--- config.mk ---
export PLATFORM = sky130hd
export DESIGN_NAME = button_event_flat
export DESIGN_NICKNAME = d
export VERILOG_FILES = /design/src/rtl/alarm_pkg.sv /design/src/rtl/button_event_if.sv /design/src/rtl/rise_detect.sv /design/src/rtl/button_event.sv /design/src/flat_wrapper.sv
export SDC_FILE = /design/constraint.sdc
export NUM_CORES = 1
export LEC_CHECK = 0
export ABC_AREA = 0
export BUFFER_PORTS_ARGS = -buffer_cell sky130_fd_sc_hd__buf_2
export CAP_MARGIN = 40
export CELL_PAD_IN_SITES_DETAIL_PLACEMENT = 1
export CELL_PAD_IN_SITES_GLOBAL_PLACEMENT = 2
export CORE_UTILIZATION = 39
export CTS_CLUSTER_SIZE = 12
export DETAILED_ROUTE_END_ITERATION = 7
export PLACE_DENSITY_LB_ADDON = 0.1
export SYNTH_ARGS = -nofsm -noshare
export SYNTH_HDL_FRONTEND = slang
export SYNTH_HIERARCHICAL = 1
export SYNTH_SLANG_ARGS = --single-unit
export TNS_END_PERCENT = 30
--- constraint.sdc ---
create_clock -name clk -period 3.4 [get_ports clk]
set_clock_uncertainty 0.2 [all_clocks]
set_input_delay 0.17 -clock clk [delete_from_list [all_inputs] [get_ports clk]]
set_output_delay 0.17 -clock clk [all_outputs]
set_load 0.01 [all_outputs]
--- src/rtl/alarm_pkg.sv ---
// ---------------------------------------------------------------------------
// alarm_pkg
// Shared definitions for the alarm-clock control path.
//   btn_state_t          : button_event FSM states (IDLE, PRESSED, LONG_HELD)
//   BTN_LONG_TICKS_DEF   : default long-press threshold in ticks
//   BTN_REPEAT_TICKS_DEF : default auto-repeat period in ticks
//   max_int()            : helper used to size tick counters
// ---------------------------------------------------------------------------
package alarm_pkg;

    typedef enum logic [1:0] {
        IDLE      = 2'd0,
        PRESSED   = 2'd1,
        LONG_HELD = 2'd2
    } btn_state_t;

    localparam int BTN_LONG_TICKS_DEF   = 1000;
    localparam int BTN_REPEAT_TICKS_DEF = 200;

    // Larger of two integers, used for counter sizing at elaboration time.
    function automatic int max_int(input int a, input int b);
        return (a > b) ? a : b;
    endfunction

endpackage : alarm_pkg

--- src/rtl/button_event_if.sv ---
// ---------------------------------------------------------------------------
// button_event_if
// Groups the button input level, timebase strobe and the event outputs.
//   btn_level, tick                               : into button_event
//   press_p, release_p, long_p, repeat_p, held    : out of button_event
// Modports:
//   slave  : used by button_event
//   master : used by the driver / consumer of the events
// ---------------------------------------------------------------------------
interface button_event_if;

    logic btn_level;
    logic tick;
    logic press_p;
    logic release_p;
    logic long_p;
    logic repeat_p;
    logic held;

    modport slave (
        input  btn_level,
        input  tick,
        output press_p,
        output release_p,
        output long_p,
        output repeat_p,
        output held
    );

    modport master (
        output btn_level,
        output tick,
        input  press_p,
        input  release_p,
        input  long_p,
        input  repeat_p,
        input  held
    );

endinterface : button_event_if

--- src/rtl/rise_detect.sv ---
// ---------------------------------------------------------------------------
// rise_detect
// Rising-edge detector on a level synchronous to clk.
// Ports:
//   clk     : system clock
//   rst     : asynchronous active-high reset
//   level_i : sampled level
//   rise_o  : level_i & ~prev (combinational from the registered history)
// Parameter RST_VAL sets the reset value of the history register; a value
// of 1 means a level already high at reset release is not seen as a rise.
// ---------------------------------------------------------------------------
module rise_detect #(
    parameter logic RST_VAL = 1'b1
) (
    input  logic clk,
    input  logic rst,
    input  logic level_i,
    output logic rise_o
);

    logic prev_q;

    // History register holding the previous sample of the level.
    always_ff @(posedge clk or posedge rst) begin
        if (rst) begin
            prev_q <= RST_VAL;
        end else begin
            prev_q <= level_i;
        end
    end

    assign rise_o = level_i & ~prev_q;

endmodule : rise_detect

--- src/rtl/button_event.sv ---
// ---------------------------------------------------------------------------
// button_event
// Turns a debounced button level into one-cycle press, release, long-press
// and (optionally) auto-repeat events. Thresholds count tick strobes.
// Ports:
//   clk            : system clock
//   rst            : asynchronous active-high reset
//   bus (slave)    : btn_level, tick in; press_p, release_p, long_p,
//                    repeat_p, held out (all outputs registered)
// Parameters:
//   LONG_TICKS     : ticks of hold before long_p (>= 2)
//   REPEAT_TICKS   : ticks between repeat_p pulses (>= 1)
// Configuration macro:
//   BTN_AUTO_REPEAT_EN : when defined, LONG_HELD emits repeat_p every
//                        REPEAT_TICKS ticks; otherwise repeat_p is 0 and
//                        LONG_HELD only waits for release.
// ---------------------------------------------------------------------------
module button_event
    import alarm_pkg::*;
#(
    parameter int LONG_TICKS   = BTN_LONG_TICKS_DEF,
    parameter int REPEAT_TICKS = BTN_REPEAT_TICKS_DEF
) (
    input  logic           clk,
    input  logic           rst,
    button_event_if.slave  bus
);

    localparam int CW = $clog2(max_int(LONG_TICKS, REPEAT_TICKS));
    localparam logic [CW-1:0] LONG_LAST = CW'(LONG_TICKS - 1);
`ifdef BTN_AUTO_REPEAT_EN
    localparam logic [CW-1:0] REPEAT_LAST = CW'(REPEAT_TICKS - 1);
`endif

    btn_state_t    state_q, state_d;
    logic [CW-1:0] cnt_q, cnt_d;
    logic          press_q, press_d;
    logic          release_q, release_d;
    logic          long_q, long_d;
    logic          repeat_q, repeat_d;
    logic          held_q, held_d;
    logic          rise_s;

    rise_detect #(
        .RST_VAL (1'b1)
    ) u_rise (
        .clk     (clk),
        .rst     (rst),
        .level_i (bus.btn_level),
        .rise_o  (rise_s)
    );

    // Next-state, counter and event-pulse decode. Release is checked before
    // the tick threshold so a release always wins over long/repeat.
    always_comb begin
        state_d   = state_q;
        cnt_d     = cnt_q;
        press_d   = 1'b0;
        release_d = 1'b0;
        long_d    = 1'b0;
        repeat_d  = 1'b0;
        case (state_q)
            IDLE: begin
                cnt_d = {CW{1'b0}};
                if (rise_s) begin
                    state_d = PRESSED;
                    press_d = 1'b1;
                end else begin
                    state_d = IDLE;
                end
            end
            PRESSED: begin
                if (!bus.btn_level) begin
                    state_d   = IDLE;
                    release_d = 1'b1;
                    cnt_d     = {CW{1'b0}};
                end else if (bus.tick) begin
                    if (cnt_q == LONG_LAST) begin
                        state_d = LONG_HELD;
                        long_d  = 1'b1;
                        cnt_d   = {CW{1'b0}};
                    end else begin
                        cnt_d = cnt_q + {{(CW-1){1'b0}}, 1'b1};
                    end
                end else begin
                    cnt_d = cnt_q;
                end
            end
            LONG_HELD: begin
                if (!bus.btn_level) begin
                    state_d   = IDLE;
                    release_d = 1'b1;
                    cnt_d     = {CW{1'b0}};
                end else begin
`ifdef BTN_AUTO_REPEAT_EN
                    if (bus.tick) begin
                        if (cnt_q == REPEAT_LAST) begin
                            repeat_d = 1'b1;
                            cnt_d    = {CW{1'b0}};
                        end else begin
                            cnt_d = cnt_q + {{(CW-1){1'b0}}, 1'b1};
                        end
                    end else begin
                        cnt_d = cnt_q;
                    end
`else
                    cnt_d = {CW{1'b0}};
`endif
                end
            end
            default: begin
                state_d = IDLE;
                cnt_d   = {CW{1'b0}};
            end
        endcase
        held_d = (state_d != IDLE);
    end

    // State, counter and registered event outputs.
    always_ff @(posedge clk or posedge rst) begin
        if (rst) begin
            state_q   <= IDLE;
            cnt_q     <= {CW{1'b0}};
            press_q   <= 1'b0;
            release_q <= 1'b0;
            long_q    <= 1'b0;
            repeat_q  <= 1'b0;
            held_q    <= 1'b0;
        end else begin
            state_q   <= state_d;
            cnt_q     <= cnt_d;
            press_q   <= press_d;
            release_q <= release_d;
            long_q    <= long_d;
            repeat_q  <= repeat_d;
            held_q    <= held_d;
        end
    end

    assign bus.press_p   = press_q;
    assign bus.release_p = release_q;
    assign bus.long_p    = long_q;
    assign bus.repeat_p  = repeat_q;
    assign bus.held      = held_q;

endmodule : button_event

--- src/flat_wrapper.sv ---
// flat-port wrapper written by rule: the top's interface ports become plain ports
module button_event_flat import alarm_pkg::*;
#(
    parameter int LONG_TICKS   = BTN_LONG_TICKS_DEF,
    parameter int REPEAT_TICKS = BTN_REPEAT_TICKS_DEF
)
  (clk, rst, bus_btn_level, bus_tick, bus_press_p, bus_release_p, bus_long_p, bus_repeat_p, bus_held);
  button_event_if bus_i ();
  input  logic clk;
  input  logic rst;
  input wire logic [$bits(bus_i.btn_level)-1:0] bus_btn_level;
  input wire logic [$bits(bus_i.tick)-1:0] bus_tick;
  output wire logic [$bits(bus_i.press_p)-1:0] bus_press_p;
  output wire logic [$bits(bus_i.release_p)-1:0] bus_release_p;
  output wire logic [$bits(bus_i.long_p)-1:0] bus_long_p;
  output wire logic [$bits(bus_i.repeat_p)-1:0] bus_repeat_p;
  output wire logic [$bits(bus_i.held)-1:0] bus_held;
  assign bus_i.btn_level = bus_btn_level;
  assign bus_i.tick = bus_tick;
  assign bus_press_p = bus_i.press_p;
  assign bus_release_p = bus_i.release_p;
  assign bus_long_p = bus_i.long_p;
  assign bus_repeat_p = bus_i.repeat_p;
  assign bus_held = bus_i.held;
  button_event #(.LONG_TICKS(LONG_TICKS), .REPEAT_TICKS(REPEAT_TICKS)) u_core (.clk(clk), .rst(rst), .bus(bus_i));
endmodule
==> summary.md, run 1 <==
| Metric | Value |
|---|---|
| Outcome | completed |
| Area of the multi-input gates | 402.9 um2 |
| CP max-delay cell | dfrtp_1 |
| Crit path cell chain | inv_1 > ha_1 > and3b_1 > nor4_1 > xnor2_1 > nor2_1 |
| Via count | 628 |
| Post-layout min period | 1876 ps |
| Worst Path Class, Setup | flip-flop to flip-flop |
| VDD IR-drop max | 0.2020 mV |
| H-tree depth | 1 |
| Vias/cell | 5.190 |
| Reg area | 426.7 um2 |
| Initial antenna violation count | 0 |
| Gr ovfl total | 0 |
| Die area | 0.002416 mm2 |
| Top post-synthesis cells by area | dfrtp_1 46%, ha_1 7.2%, xnor2_1 6.1% |
| Fin crit share | 55.19% |
| Post-synthesis cell area | 867.1 um2 |
| First-pass GRT wire length | 3042 um |
| DR WL met2 | 736 um |
| CTS tree | built |
| Post-DP HPWL | 1183 um |
| Gp weighted congestion | 0.7555 |
| Netlist cell types | 29 |
| Min-Delay Path Class | primary input to flip-flop |
| Fin. max-slew vios | 0 |
| Crit. End Element | flip-flop |
| Largest net degree at the start of global routing | 17 |
| Post-route DRC | 0 |
| Clock buffer depth | 2 |
| Chip height | 49.15 um |
| Clock root buffer | clkbuf_4 |
| Final ANT Viol Nets | 0 |
| Avg WL per Cell | 13.83 um |
| Slew @ Worst Pin | 614.4 ps |
| Post_cts resized | 0 |
| P_leak | 0.4169 nW |
| Pwr dens | 356.8 mW/mm2 |
| Met3 wire length | 38 um |
| Met1 wire length | 868 um |
| Sequential area share after synthesis | 49.21% |
| GRT Util Overall | 17.07% |
| Slew Limit Headroom | 58.99% |
| Placed instance area | 920.9 um2 |
| Syn Area/Cell | 10.45 um2 |
| Post-synth top area cell | dfrtp_1 |
| Drt first pass iters | 4 |
| Layout cells sized above 1 | 17.02% |
| Final Hold Fails | 0 |
| Highest metal used | met4 |
| Post-synth top area share | 46.18% |
| Routed wire length | 1673 um |
| Fmax | 532.9 MHz |
| Yosys warnings | 6 |
| Post-synth ARST share | 100.0% |
| Chip Width | 49.15 um |
| Synthesized flop and latch total | 17 |
| Synth Flop Type | dfrtp_1 |
| Filler cells | 231 |
| Max-Cap Viols | 0 |
| Final TNS setup | 0 ps |
| WP data required | 3380 ps |
| Final Cell Area | 968.4 um2 |
| Synth-to-layout area growth | 11.69% |
| Row count | 16 |
| Drt first-iter violations | 10 |
| Vias in the first global route | 653 |
| Final nets | 104 |
| Post-synth net total | 92 |
| Worst path max stage delay | 420 ps |
| CTS Sinks | 17 |
| RSZ-0062 raised after global routing | no |
| Post-Syn Instances | 83 |
| I/O pin cnt | 9 |
| Clk slew on worst S/H paths | 110 ps |
| Crit path buffers/inverters | 1 |
| Ant diodes | 0 |
| Crit-path leading delay family | simple AND/OR/NAND/NOR gates |
| Skew-Pair Late Insertion Delay | 300 ps |
| Post-synth EDFFs | 0 |
| Final setup viols | 0 |
| Initial Utilization | 42.88% |
| Core Area | 0.002022 mm2 |
| Port Buf Inserts | 7 |
| Worst-path fanout max | 5 |
| CP arrival | 1860 ps |
| Cts bufs inserted | 3 |
| Startpoint class of the critical path | flip-flop |
cells in the mapped netlist, types with 2 or more instances:
library cell,count
dfrtp_1,16
nor2_1,8
nand2_1,7
inv_1,6
xnor2_1,6
ha_1,5
nor4_1,4
nand3_1,3
nand4_1,3
a21oi_1,2
buf_4,2
nand2b_1,2
nor3_1,2
xor2_1,2
cells by family after synthesis:
family          Yosys count  share of synthesized area [%]
other cells               1                         0.4325
xor+xnor                  8                          8.081
simple gates             38                          25.69
compound gates            6                          5.051
buf+inv                   8                          4.328
flops                    17                          49.21
fa+ha+maj                 5                          7.215
power breakdown:
group	internal (mW)	switching [mW]	total [mW]
logic	0.00995	0.0163	0.0262
clock network	0.0438	0.0670	0.111
registers	0.206	0.00219	0.209
total	0.260	0.0854	0.346
metrics by stage:
| step | utilization, % | power (mW) | hold WS [ps] | worst slack [ps] | instances |
|---|---|---|---|---|---|
| after floorplan | - | 0.2301 | -140.3 | 1769 | 83 |
| after global placement | 45.54 | 0.2369 | -23.89 | 1618 | 115 |
| after detailed placement | 45.54 | 0.2373 | -19.09 | 1559 | 115 |
| after CTS | 47.90 | 0.3489 | 28.75 | 1524 | 121 |
| after global routing | 47.90 | 0.3633 | 27.19 | 1399 | 121 |
| final | 47.90 | 0.3455 | 33.67 | 1524 | 121 |
metal layers:
layer	vias up	GRT usage [%]
li1	306	-
met1	309	22.75
met2	9	25.80
met3	4	2.804
met4	0	10.29
met5	-	0
registers in the layout, indices dropped and copies added (netlist names):
signal                flops
u_core/bus.long_p         1
u_core/bus.held           1
u_core/bus.release_p      1
u_core/bus.press_p        1
u_core/state_q            2
u_core/cnt_q             10
u_core/u_rise/prev_q      1
worst register-to-register path: cells and delay by family, from the launching register on:
| kind | cells | cell delay (ps) |
|---|---|---|
| and+or+nand+nor | 3 | 660 |
| buffers and inverters | 1 | 80 |
| xor gates and xnor gates | 1 | 170 |
| adders and majority gates | 1 | 230 |
| DFF | 1 | 420 |
worst paths after layout:
kind | start | to | slack, ps | depth (start not counted)
worst max-delay path | u_core/state_q[1]$_DFF_PP0_ | u_core/cnt_q[9]$_DFFE_PP0P_ | 1520 | 6
worst min-delay path | bus_tick | u_core/bus.long_p$_DFF_PP0_ | 30 | 3
min in group asynchronous | rst | u_core/u_rise/prev_q$_DFF_PP1_ | 200 | 3
worst max register to register | u_core/state_q[1]$_DFF_PP0_ | u_core/cnt_q[9]$_DFFE_PP0P_ | 1520 | 6
max in group asynchronous | rst | u_core/cnt_q[2]$_DFFE_PP0P_ | 2310 | 3
worst min register to register | u_core/cnt_q[8]$_DFFE_PP0P_ | u_core/cnt_q[8]$_DFFE_PP0P_ | 370 | 2
repair_timing:
| item | CTS | global route |
|---|---|---|
| setup buffers | 0 | 0 |
| endpoints found under the hold margin | 20 | 0 |
| hold buffers | 2 | 0 |
placed cells by master, fill, tap and decap left out, types with 3 or more instances in the layout:
master / synthesis / final
dfrtp_1: 16 / 16
nand4_1: 3 / 3
xnor2_1: 6 / 6
nor2_1: 8 / 8
inv_1: 6 / 6
buf_2: 0 / 7
clkbuf_4: 0 / 3
nand2_1: 7 / 7
nor4_1: 4 / 4
ha_1: 5 / 5
nand3_1: 3 / 3
layout make-up:
type	instances	area share (%)
sequential	17	44.06
multi-input combinational	58	41.60
timing repair buffer	9	5.685
tap	27	3.488
clock buffer	3	2.326
inverter	6	2.326
clock inverter	1	0.5168
Note: power is estimated with default switching activity, not from simulation.
==> run 2, diff against run 1 <==
--- a/config.mk
+++ b/config.mk
@@ -10,7 +10,7 @@
 export CAP_MARGIN = 40
 export CELL_PAD_IN_SITES_DETAIL_PLACEMENT = 1
 export CELL_PAD_IN_SITES_GLOBAL_PLACEMENT = 2
-export CORE_UTILIZATION = 39
+export CORE_UTILIZATION = 32
 export CTS_CLUSTER_SIZE = 12
 export DETAILED_ROUTE_END_ITERATION = 7
 export PLACE_DENSITY_LB_ADDON = 0.1
==> constraint.sdc (replaced) <==
create_clock -name clk -period 1.6 [get_ports clk]
set_clock_uncertainty 0.2 [all_clocks]
set_input_delay 0.08 -clock clk [delete_from_list [all_inputs] [get_ports clk]]
set_output_delay 0.08 -clock clk [all_outputs]
set_load 0.01 [all_outputs]
==> run 2 against run 1 <==
Net effect:
- the run now ends with setup timing left
- critical path depth did not move
- maximum frequency rose by 11%
- combinational power rose to 2.7 times the previous value
- utilization fell by 0.92 points
- highest routed layer unchanged
- register-to-register slack got worse by 1600 ps
- largest cell class is now multi-input gates
==> summary.md, run 2 (synthesis gave the netlist of run 1 again) <==
| Metric | Value |
|---|---|
| Largest net degree at the start of global routing | 17 (unchanged) |
| Min-Delay Path Class | primary input to asynchronous set/reset pin |
| Top Registers | u_core/cnt_q (10), u_core/state_q (2) |
| Skew-Pair Late Insertion Delay | 280 ps (-20 ps) |
| Avg WL per Cell | 13.11 um (-5.2%) |
| Vias/cell | 4.611 (-11%) |
| Chip Width | 54.06 um (+10%) |
| Initial Utilization | 34.38% (-8.5 points) |
| Fin. max-slew vios | 0 (unchanged) |
| Via count | 664 (+5.7%) |
| Port Buf Inserts | 7 (unchanged) |
| CTS Sinks | 17 (unchanged) |
| CTS tree | built |
| Pwr dens | 627.3 mW/mm2 (+76%) |
| VDD IR-drop max | 0.4018 mV (+99%) |
| Worst-path fanout max | 5 (unchanged) |
| Fin crit share | 105.7% (+50 points) |
| Core Area | 0.002522 mm2 (+25%) |
| Vias in the first global route | 722 (+11%) |
| Final nets | 124 (+19%) |
| GRT Util Overall | 16.51% (-0.56 points) |
| Most common cell after layout, fill and taps aside | buf_4 |
| Slew @ Worst Pin | 637.9 ps (+23.53 ps) |
| P_leak | 0.5086 nW (+22%) |
| Most used routing layer | met2 |
| Clock root buffer | clkbuf_4 |
| Slew Limit Headroom | 57.42% (-1.6 points) |
| Ant diodes | 0 (unchanged) |
| H-tree depth | 1 (unchanged) |
| Gp weighted congestion | 0.7395 (-2.1%) |
| Post-DP HPWL | 1408 um (+19%) |
| Worst Path Class, Setup | flip-flop to flip-flop |
| Crit. End Element | flip-flop |
| Post-layout min period | 1691 ps (-185.6 ps) |
| Clock buffer depth | 2 (unchanged) |
| Die area | 0.002922 mm2 (+21%) |
| RSZ-0062 raised after global routing | yes |
| Drt first pass iters | 4 (unchanged) |
| Met2 Use GR | 26.13% (+0.33 points) |
| GR Util met3 | 2.542% (-0.26 points) |
| Cts bufs inserted | 3 (unchanged) |
| Clk slew on worst S/H paths | 100 ps (about the same) |
| Layout cells sized above 1 | 35.96% (+19 points) |
| Chip height | 54.06 um (+10%) |
| CP arrival | 1670 ps (-190 ps) |
| Post-route setup slack | -90.94 ps (-1614 ps) |
| Outcome | finished with violations |
| Final ANT Viol Nets | 0 (unchanged) |
| Drt first-iter violations | 2 (-8) |
| Post-route DRC | 0 (unchanged) |
| Post-layout util | 46.97% (-0.92 points) |
| Max reg flops | 10 (unchanged) |
| Initial antenna violation count | 0 (unchanged) |
| Fmax | 591.4 MHz (+11%) |
| Routing usage on met1 | 22.93% (+0.18 points) |
| Filler cells | 292 (+26%) |
| Most frequent cells in the layout | 17 x buf_4, 16 x dfrtp_1, 8 x nor2_1 |
| First-pass GRT wire length | 3346 um (+10%) |
| Largest register by flop count | u_core/cnt_q |
| I/O pin cnt | 9 (unchanged) |
| Routed wire length | 1888 um (+13%) |
| Startpoint class of the critical path | flip-flop |
| Violated checks | setup timing |
| Gr ovfl total | 0 (unchanged) |
| Max-Cap Viols | 0 (unchanged) |
| WP data required | 1580 ps (-1800 ps) |
| Row count | 18 (+2) |
| Pre-CTS setup slack | -168.6 ps (-1727 ps) |
| Synth-to-layout area growth | 36.65% |
| Final Hold Fails | 0 (unchanged) |
| Final setup viols | 6 (+6) |
[run 2: cell count changes in the layout (fill, tap and decap cells not counted), moves of 3 or more]
| cell | delta |
|---|---|
| ha_2 | +3 |
| ha_1 | -3 |
| dlygate4sd3_1 | +3 |
| buf_4 | +17 |
| nor4_2 | +3 |
| nor4_1 | -4 |
[run 2: through the flow]
step / cells / hold slack, ps / setup TNS, ps / power [mW] / cell area, um2
2_1_floorplan: 83 / -230.3 / -82.52 / 0.4889 / 867.1
3_3_place_gp: 134 / -113.8 / -693.1 / 0.5120 / 1045
3_5_place_dp: 134 / -109.1 / -787.9 / 0.5126 / 1045
4_1_cts: 144 / 117.9 / -686.5 / 0.7603 / 1160
5_1_grt: 144 / 145.5 / -1243 / 0.7899 / 1185
6_report: 144 / 133.8 / -370.7 / 0.7432 / 1185
[run 2: final timing paths]
path	start	end	slack, ps	depth (start not counted)
min reg2reg	u_core/cnt_q[9]$_DFFE_PP0P_	u_core/cnt_q[9]$_DFFE_PP0P_	380	2
min	rst	u_core/u_rise/prev_q$_DFF_PP1_	130	3
min in group clk	bus_btn_level	u_core/cnt_q[6]$_DFFE_PP0P_	230	5
max	u_core/state_q[1]$_DFF_PP0_	u_core/cnt_q[6]$_DFFE_PP0P_	-90	6
max reg2reg	u_core/state_q[1]$_DFF_PP0_	u_core/cnt_q[6]$_DFFE_PP0P_	-90	6
max in group asynchronous	rst	u_core/cnt_q[9]$_DFFE_PP0P_	560	3
[run 2: timing repair]
item	in CTS	in global routing
hold buffers	5	0
pin swaps	1	1
endpoints found under the setup margin	8	12
gates cloned	0	0
gates resized for setup	7	4
hold endpoints to repair	21	0
setup buffers	1	0
[run 2: per-layer routing]
layer | vias to the layer above | part of all wire [%]
li1 | 342 | -
met3 | 2 | 2.0
met4 | 0 | 0.53
met1 | 315 | 52
met5 | - | 0
met2 | 5 | 45
[run 2: where the power goes]
| part | switching [mW] | internal, mW |
|---|---|---|
| combinational | 0.0391 | 0.0329 |
| clock | 0.132 | 0.0967 |
| sequential | 0.00429 | 0.439 |
[run 2: final cells by class]
type / count / area, um2 / share of cell area [%]
clock buffers: 4 / 26.28 / 2.218
well taps: 30 / 37.54 / 3.168
repair buffers: 29 / 212.7 / 17.95
flip-flops and latches: 17 / 426.7 / 36.01
inverters: 6 / 22.52 / 1.901
multi-input cells: 58 / 459.2 / 38.75
[run 2: critical path: stages, from the launching register on]
cell and delay, ps:
dfrtp_1 390, inv_1 70, ha_2 190, and3b_2 260
nor4b_4 290, xnor2_1 140, nor2_1 50
==> run 3, diff against run 2 <==
--- a/config.mk
+++ b/config.mk
@@ -13,7 +13,7 @@
 export CORE_UTILIZATION = 32
 export CTS_CLUSTER_SIZE = 12
 export DETAILED_ROUTE_END_ITERATION = 7
-export PLACE_DENSITY_LB_ADDON = 0.1
+export PLACE_DENSITY = 0.81
 export SYNTH_ARGS = -nofsm -noshare
 export SYNTH_HDL_FRONTEND = slang
 export SYNTH_HIERARCHICAL = 1
==> run 3 against run 2 <==
Net effect:
- the flow still finishes with violations (setup timing)
- clock-buffer cell count fell by 1
- hold slack got worse by 65 ps
- final area up 3.3%
- first-iteration DRC count grew to 3.5 times the previous value
- sequential power about the same
- combinational power increased by 11%
- non-clock buffer count is the same
- flip-flop and latch count stayed put
- clock power increased by 3%
- critical path type unchanged
- largest cell class unchanged
- highest routed layer unchanged
==> summary.md, run 3 (synthesis gave the netlist of run 1 again) <==
| Metric | Value |
|---|---|
| Routing usage on met1 | 21.82% (-1.1 points) |
| CTS tree | built |
| Ant diodes | 0 (unchanged) |
| Fin crit share | 110.9% (+5.2 points) |
| Initial antenna violation count | 0 (unchanged) |
| Post-layout min period | 1775 ps (+83.61 ps) |
| Routed wire length | 2407 um (+27%) |
| WP data required | 1590 ps (about the same) |
| Top Registers | u_core/cnt_q (10), u_core/state_q (2) |
| Avg WL per Cell | 16.72 um (+27%) |
| Vias in the first global route | 785 (+8.7%) |
| Pwr dens | 621.0 mW/mm2 (-1.0%) |
| Crit path cell chain | inv_2 > ha_4 > and3b_2 > nor4_2 > xnor2_1 > nor2_1 |
| RSZ-0062 raised after global routing | yes |
| R2r endpoint | u_core/cnt_q[9]$_DFFE_PP0P_ |
| Post-DP HPWL | 1433 um (+1.8%) |
| Final Hold Fails | 0 (unchanged) |
| CP arrival | 1760 ps (+90 ps) |
| Most used routing layer | met2 |
| Skew-Pair Late Insertion Delay | 290 ps (about the same) |
| H-tree depth | 1 (unchanged) |
| Drt first pass iters | 4 (unchanged) |
| Startpoint class of the critical path | flip-flop |
| Min-Delay Path Class | primary input to flip-flop |
| Worst Hold Path EP | u_core/cnt_q[3]$_DFFE_PP0P_ |
| GR Util met3 | 3.390% (+0.85 points) |
| Max-Cap Viols | 0 (unchanged) |
| Row count | 18 (unchanged) |
| Crit. End Element | flip-flop |
| Worst R2R Start | u_core/state_q[1]$_DFF_PP0_ |
| CP max-delay cell | dfrtp_1 |
| Die area | 0.002922 mm2 (unchanged) |
| Post-route DRC | 0 (unchanged) |
| Slew Limit Headroom | 57.52% (+0.098 points) |
| Gr ovfl total | 0 (unchanged) |
| Most common cell after layout, fill and taps aside | buf_4 |
| Slew @ Worst Pin | 636.5 ps (-1.475 ps) |
| Crit path buffers/inverters | 1 (unchanged) |
| Vias/cell | 5.063 (+9.8%) |
| Clock root buffer | clkbuf_4 |
| Met2 Use GR | 33.95% (+7.8 points) |
| Clk slew on worst S/H paths | 110 ps (about the same) |
| Critical path depth in cells | 6 (unchanged) |
| First-pass GRT wire length | 3691 um (+10%) |
| Worst-path fanout max | 5 (unchanged) |
| I/O pin cnt | 9 (unchanged) |
| Worst path max stage delay | 430 ps (+40 ps) |
| Hold path depth | 4 |
| Hold Startpoint | bus_tick |
| Final nets | 124 (unchanged) |
| Drt first-iter violations | 7 (+5) |
| Chip height | 54.06 um (unchanged) |
| Post-route setup slack | -174.5 ps (-83.61 ps) |
| Via count | 729 (+9.8%) |
| Layout cells sized above 1 | 42.98% (+7.0 points) |
| Clock buffer depth | 2 (unchanged) |
| Port Buf Inserts | 7 (unchanged) |
| Reg2Reg Depth | 6 (unchanged) |
| Synth-to-layout area growth | 41.13% |
| GRT Util Overall | 19.06% (+2.5 points) |
| Post-layout util | 48.51% (+1.5 points) |
| CTS Sinks | 17 (unchanged) |
| Final ANT Viol Nets | 0 (unchanged) |
| VDD IR-drop max | 0.4702 mV (+17%) |
| Largest register by flop count | u_core/cnt_q |
| Largest net degree at the start of global routing | 17 (unchanged) |
| Most frequent cells in the layout | 17 x buf_4, 15 x dfrtp_1, 8 x nor2_1 |
| Worst reg2reg setup slack | -170 ps (-80 ps) |
| Non-filler cells, final | 144 (unchanged) |
| Fmax | 563.5 MHz (-4.7%) |
| Inst Count DP | 133 (-0.75%) |
| Chip Width | 54.06 um (unchanged) |
| Worst Path Class, Setup | flip-flop to flip-flop |
| Core Area | 0.002522 mm2 (unchanged) |
| Max reg flops | 10 (unchanged) |
| Initial Utilization | 34.38% (unchanged) |
| Cts bufs inserted | 3 (unchanged) |
| Final setup viols | 11 (+5) |
| Gp weighted congestion | 0.7312 (-1.1%) |
| Violated checks | setup timing |
| Crit-path leading delay family | simple AND/OR/NAND/NOR gates |
| Fin. max-slew vios | 0 (unchanged) |
| Outcome | finished with violations |
| P_leak | 0.5179 nW (+1.8%) |
run 3: how the worst max path moves through the flow:
stage	start	end	slack, ps
6_report	u_core/state_q[1]$_DFF_PP0_	u_core/cnt_q[9]$_DFFE_PP0P_	-170
4_1_cts	u_core/cnt_q[0]$_DFFE_PP0P_	u_core/bus.held$_DFF_PP0_	-120
5_1_grt	u_core/state_q[0]$_DFF_PP0_	u_core/bus.held$_DFF_PP0_	-250
2_1_floorplan	u_core/state_q[1]$_DFF_PP0_	u_core/cnt_q[9]$_DFFE_PP0P_	-30
3_5_place_dp	u_core/state_q[0]$_DFF_PP0_	u_core/bus.held$_DFF_PP0_	-190
3_3_place_gp	u_core/state_q[1]$_DFF_PP0_	u_core/cnt_q[9]$_DFFE_PP0P_	-120
run 3: final cells by class:
class / count / area, um2
fill: 286 / 1299
multi-input combinational: 58 / 494.2
sequential: 17 / 427.9
timing repair buffer: 29 / 214.0
tap: 30 / 37.54
clock buffer: 3 / 22.52
inverter: 6 / 22.52
clock inverter: 1 / 5.005
run 3: per-layer routing:
| metal | share of wire (%) | vias to the layer above |
|---|---|---|
| li1 | - | 343 |
| met1 | 41 | 373 |
| met3 | 1.8 | 4 |
| met4 | 1.5 | 0 |
| met2 | 55 | 9 |
| met5 | 0 | - |
run 3: power by group:
| group | internal [mW] | switching [mW] | total, mW |
|---|---|---|---|
| registers | 0.439 | 0.00588 | 0.445 |
| logic | 0.0347 | 0.0450 | 0.0798 |
| clock network | 0.0931 | 0.142 | 0.235 |
run 3: stage by stage:
| stage | hold slack, ps | worst slack (ps) | TNS, ps | power, mW | area [um2] |
|---|---|---|---|---|---|
| floorplan | -230.3 | -31.28 | -82.52 | 0.4889 | 867.1 |
| global placement | -113.2 | -123.0 | -705.6 | 0.5084 | 1037 |
| detailed placement | -103.5 | -193.6 | -983.2 | 0.5112 | 1037 |
| CTS | 40.07 | -124.6 | -669.5 | 0.7609 | 1171 |
| global route | 77.47 | -247.5 | -2149 | 0.8024 | 1224 |
| finish | 68.96 | -174.5 | -991.5 | 0.7598 | 1224 |
run 3: timing repair:
action                                  in CTS  in global routing
buffers inserted                             2                  1
endpoints found under the setup margin      10                 12
hold buffers                                 4                  0
resized for setup                           10                 10
pin swaps                                    3                  9
endpoints found under the hold margin       22                  0
run 3: worst register-to-register path: cells and delay by family (launching register included):
kind	cells	cell delay [ps]
fa+ha+maj	1	170
xor+xnor	1	180
buf+inv	1	80
simple gates	3	610
flops	1	430
